<file path="config.mk">
export PLATFORM = sky130hd
export DESIGN_NAME = xspi_fifo_ctrl
export DESIGN_NICKNAME = d
export VERILOG_FILES = /design/src/rtl/xspi_fifo_ctrl.sv
export SDC_FILE = /design/constraint.sdc
export NUM_CORES = 1
export LEC_CHECK = 0
export ABC_AREA = 1
export BUFFER_PORTS_ARGS = -buffer_cell sky130_fd_sc_hd__buf_2
export CAP_MARGIN = 20
export CELL_PAD_IN_SITES_DETAIL_PLACEMENT = 1
export CELL_PAD_IN_SITES_GLOBAL_PLACEMENT = 2
export CORE_ASPECT_RATIO = 0.8
export CORE_UTILIZATION = 29
export CTS_BUF_LIST = sky130_fd_sc_hd__clkbuf_16
export CTS_CLUSTER_DIAMETER = 60
export DETAILED_ROUTE_END_ITERATION = 10
export MAX_ROUTING_LAYER = met4
export PLACE_DENSITY_LB_ADDON = 0.1
export SYNTH_ARGS = -nofsm -noshare
export SYNTH_HDL_FRONTEND = slang
export SYNTH_SLANG_ARGS = --single-unit
</file>
<file path="constraint.sdc">
create_clock -name clk -period 6.3 [get_ports clk]
set_input_delay 0.63 -clock clk [delete_from_list [all_inputs] [get_ports clk]]
set_output_delay 0.63 -clock clk [all_outputs]
set_load 0.05 [all_outputs]
</file>
<file path="src/rtl/xspi_fifo_ctrl.sv">
// Valid/ready FIFO controller around a 1W/1R RAM with one-cycle registered read.
// A 2-entry output buffer fed by read prefetch gives show-ahead, full-rate output.
module xspi_fifo_ctrl #(
  parameter int PTR_WIDTH   = 3,
  parameter int DATA_WIDTH  = 39,
  parameter int DEPTH       = 7,
  parameter int AFULL_LEVEL = 7
) (
  input  logic                  clk,
  input  logic                  rst,
  input  logic                  clr,
  input  logic                  s_valid,
  output logic                  s_ready,
  input  logic [DATA_WIDTH-1:0] s_data,
  output logic                  m_valid,
  input  logic                  m_ready,
  output logic [DATA_WIDTH-1:0] m_data,
  output logic [PTR_WIDTH-1:0]  mem_waddr,
  output logic                  mem_wen,
  output logic [DATA_WIDTH-1:0] mem_wdata,
  output logic [PTR_WIDTH-1:0]  mem_raddr,
  output logic                  mem_ren,
  input  logic [DATA_WIDTH-1:0] mem_rdata,
  output logic [PTR_WIDTH:0]    count,
  output logic                  almost_full
);

  localparam int CW = PTR_WIDTH + 1;
  localparam logic [CW-1:0]        LP_DEPTH = CW'(DEPTH);
  localparam logic [CW-1:0]        LP_AFULL = CW'(AFULL_LEVEL);
  localparam logic [PTR_WIDTH-1:0] LP_LAST  = PTR_WIDTH'(DEPTH - 1);

  logic [PTR_WIDTH-1:0]  r_wptr;
  logic [PTR_WIDTH-1:0]  r_rptr;
  logic [CW-1:0]         r_mem_cnt;
  logic                  r_inflight;
  logic [DATA_WIDTH-1:0] r_ob [2];
  logic                  r_head;
  logic [1:0]            r_ob_cnt;

  logic       w_push;
  logic       w_pop;
  logic       w_fetch;
  logic       w_tail;
  logic [2:0] w_pending;

  function automatic logic [PTR_WIDTH-1:0] f_next_ptr(input logic [PTR_WIDTH-1:0] p);
    return (p == LP_LAST) ? '0 : p + 1'b1;
  endfunction

  assign s_ready   = ~clr & (r_mem_cnt < LP_DEPTH);
  assign w_push    = s_valid & s_ready;
  assign m_valid   = (r_ob_cnt != 2'd0);
  assign w_pop     = m_valid & m_ready;
  assign m_data    = r_ob[r_head];

  // Prefetch only while buffer slots (after this cycle's pop) outnumber reads in flight.
  assign w_pending = {1'b0, r_ob_cnt} + {2'b00, r_inflight};
  assign w_fetch   = ~clr & (r_mem_cnt != '0) & (w_pending < (3'd2 + {2'b00, w_pop}));

  // The buffer never holds two entries when a read returns, so the tail is head+ob_cnt[0].
  assign w_tail    = r_head ^ r_ob_cnt[0];

  assign mem_wen   = w_push;
  assign mem_waddr = r_wptr;
  assign mem_wdata = s_data;
  assign mem_ren   = w_fetch;
  assign mem_raddr = r_rptr;

  assign count       = r_mem_cnt + CW'(r_inflight) + CW'(r_ob_cnt);
  assign almost_full = (count >= LP_AFULL);

  always_ff @(posedge clk or posedge rst) begin
    if (rst) begin
      r_wptr     <= '0;
      r_rptr     <= '0;
      r_mem_cnt  <= '0;
      r_inflight <= 1'b0;
      r_head     <= 1'b0;
      r_ob_cnt   <= 2'd0;
    end else if (clr) begin
      r_wptr     <= '0;
      r_rptr     <= '0;
      r_mem_cnt  <= '0;
      r_inflight <= 1'b0;
      r_head     <= 1'b0;
      r_ob_cnt   <= 2'd0;
    end else begin
      if (w_push)  r_wptr <= f_next_ptr(r_wptr);
      if (w_fetch) r_rptr <= f_next_ptr(r_rptr);
      r_mem_cnt  <= r_mem_cnt + CW'(w_push) - CW'(w_fetch);
      r_inflight <= w_fetch;
      if (w_pop) r_head <= ~r_head;
      r_ob_cnt   <= r_ob_cnt + {1'b0, r_inflight} - {1'b0, w_pop};
    end
  end

  always_ff @(posedge clk or posedge rst) begin
    if (rst) begin
      r_ob[0] <= '0;
      r_ob[1] <= '0;
    end else if (r_inflight && !clr) begin
      r_ob[w_tail] <= mem_rdata;
    end
  end

endmodule

</file>
==> flow_metrics.py <==
metrics = {
    "run_status": {
        "status": "finished clean",
    },
    "die": {
        "rows": 41,
        "io_pins": 176,
        "die_w_um": 144,
        "dieArea_mm2": 0.0167,
        "die_h_um": 116,
        "coreArea_mm2": 0.0157,
        "start_util": 0.297,
    },
    "logic_synthesis": {
        "syn_inst": 577,
        "synth_flop_cell": "dfrtp_1",
        "syn_nets": 674,
        "synth_warnings": 0,
        "synth-seq-cells": 92,
        "synth-edff-count": 0,
        "netlist_area_mm2": 0.00468,
        "ys_seq_area_frac": 0.492,
        "async_flop_share": 1.00,
        "avgSynthCellArea_um2": 8.11,
        "synthDistinctLibCells": 26,
    },
    "detailed_routing": {
        "wire_per_inst_um": 13.7,
        "routed-wl-met2_um": 5070,
        "routed_wirelength_um": 11600,
        "postRouteAntennaNets": 0,
        "avgViaCountPerCell": 4.30,
        "first_pass_iters": 4,
        "drc_errors": 0,
        "wl_met3_um": 598,
        "via_count": 3617,
        "wl_met1_um": 5800,
        "drtIter0Drc": 120,
        "top_layer": "met4",
    },
    "placed_design": {
        "gp_congestion": 0.797,
        "dp_hpwl_um": 7790,
        "post-place-ws_ns": 3.58,
        "port_buffers": 97,
    },
    "clock_network": {
        "max-clock-path-buffers": 2,
        "numClockSinks": 92,
        "cts-htree-levels": 3,
        "cts-hold-fix-buffers": 0,
        "clk_pin_slew_ns": 0.06,
        "cts_tree": "built",
        "clk_latency_ns": 0.34,
        "root_buffer": "clkbuf_16",
        "cts-resized-gates": 0,
        "cts_setup_buffers": 0,
        "cts_inserted_buffers": 9,
    },
    "finish": {
        "regArea_mm2": 0.00230,
        "nFillCells": 1963,
        "nNetsFinal": 720,
        "n_antenna_cell": 0,
        "area_delta_synth_final_pct": 12.3,
        "drive_gt1_frac": 0.191,
        "multiInputGateArea_mm2": 0.00167,
    },
    "setup_path": {
        "worstPathArrival_ns": 2.41,
        "crit_path_start_kind": "flop",
        "cp-end-kind": "output port",
        "critical_path_class": "reg -> out",
        "critPathRequiredTime_ns": 5.67,
        "crit_fanout": 43,
    },
    "power_and_ir_drop": {
        "p_seq_frac": 0.330,
        "ir_worst_vdd_mv": 0.186,
        "pwr-share-comb": 0.519,
        "p_sw_w": 0.00162,
        "p_leak_nw": 2.96,
        "p_per_area_mw_per_mm2": 600,
        "p_int_w": 0.00154,
        "p_clk_frac": 0.152,
        "p_sw_frac": 0.513,
    },
    "timing": {
        "layout_min_cycle_time_ns": 3.04,
        "final.period_utilization": 0.482,
        "setup_slack_ns": 3.26,
        "setup_viol": 0,
        "worstMarginPinSlew_ns": 0.928,
        "skew_ns": 0.00361,
        "hold_viol_final": 0,
        "fmax_mhz": 329,
        "rsz0062_at_grt": "no",
        "maxSlewViolCount": 0,
        "tns_ns": 0,
        "max_slew_margin": 0.382,
    },
    "global_routing": {
        "overflow": 0,
        "antenna_found_initial": 0,
        "grt_pass1_vias": 3757,
        "grt_pass1_wl_um": 19100,
        "grtUsageTotal": 0.155,
        "grt_max_degree": 79,
    },
    "job": {
        "maxCapViolCount": 0,
    },
    "worst_hold_path": {
        "hp-class": "in -> async",
    },
}
-- power by group through the flow --
| stage | sequential [W] | clock [W] | combinational [W] |
|---|---|---|---|
| after floorplan | 0.00101 | 0 | 0.00138 |
| after global placement | 0.00105 | 0 | 0.00163 |
| after detailed placement | 0.00105 | 0 | 0.00167 |
| after CTS | 0.00104 | 0.000502 | 0.00167 |
| after global routing | 0.00108 | 0.000527 | 0.00181 |
| final | 0.00104 | 0.000478 | 0.00164 |
-- kinds of logic after synthesis --
family,share of synthesized area
AOI/OAI and AO/OA,0.0954
xor gates and xnor gates,0.0128
adders and majority gates,0.0422
buffers and inverters,0.151
DFF,0.492
and+or+nand+nor,0.207
-- synthesized netlist by cell type, types with 9 or more instances --
master	number	area (um2)
buf_4	39	293
clkbuf_1	9	33.8
dfrtp_1	92	2300
ha_1	11	138
inv_1	66	248
nand2_1	216	811
nand3_1	13	65.1
nor2_1	9	33.8
o21ai_0	55	275
o21ai_1	24	120
-- metrics by stage --
stage,hold WS (ns),cells,power [W],util,instance area [um2]
final,0.242,842,0.00315,0.334,5260
after global routing,0.244,842,0.00341,0.334,5260
after CTS,0.242,842,0.00321,0.334,5260
after detailed placement,0.474,827,0.00272,0.318,5010
after global placement,0.466,827,0.00268,0.318,5010
after floorplan,0.453,577,0.00239,-,4680
-- critical path, cell delays in order, from the launching register on --
cell and delay [ns]:
dfrtp_2 0.98, inv_1 0.30, buf_4 0.35, nand2_1 0.10, nand2_1 0.08, buf_2 0.22
-- path summary, 6_finish.rpt --
path | start | endpoint | slack [ns] | cells past startpoint
min in group clk | r_ob[25]$_DFFE_PP0P_ | r_ob[25]$_DFFE_PP0P_ | 0.48 | 2
max | r_head$_DFFE_PP0P_ | m_data[21] | 3.26 | 5
max reg2reg | r_ob_cnt[0]$_DFF_PP0_ | r_mem_cnt[2]$_DFF_PP0_ | 3.78 | 11
min reg2reg | r_ob[25]$_DFFE_PP0P_ | r_ob[25]$_DFFE_PP0P_ | 0.48 | 2
min | rst | r_ob[1]$_DFFE_PP0P_ | 0.24 | 2
max in group asynchronous | rst | r_head$_DFFE_PP0P_ | 4.78 | 3
-- flip-flops by register name, summed over array words and instances (netlist names) --
register    flops
r_mem_cnt       4
r_head          1
mem_raddr       3
mem_waddr       3
r_ob           78
r_inflight      1
r_ob_cnt        2
-- metal layers --
| layer | GRT usage | vias up |
|---|---|---|
| met3 | 0.0483 | 14 |
| met4 | 0.0355 | 0 |
| met5 | - | - |
| li1 | - | 1824 |
| met2 | 0.231 | 79 |
| met1 | 0.204 | 1700 |
-- layout make-up --
class	instances	share of cell area
Clock buffer	9	0.0428
Timing Repair Buffer	100	0.0966
Sequential cell	92	0.438
Clock inverter	6	0.00500
Tap cell	215	0.0512
Multi-Input combinational cell	353	0.318
Inverter	67	0.0483
-- cells in the final DEF (no fill, tap or decap), types with 7 or more instances in the layout --
cell type,instances
a21oi_1,7
buf_2,97
clkbuf_16,9
dfrtp_1,91
ha_1,11
inv_1,68
nand2_1,216
nand3_1,13
nor2_1,9
o21ai_0,55
o21ai_1,24
(Power assumes the default switching activity.)
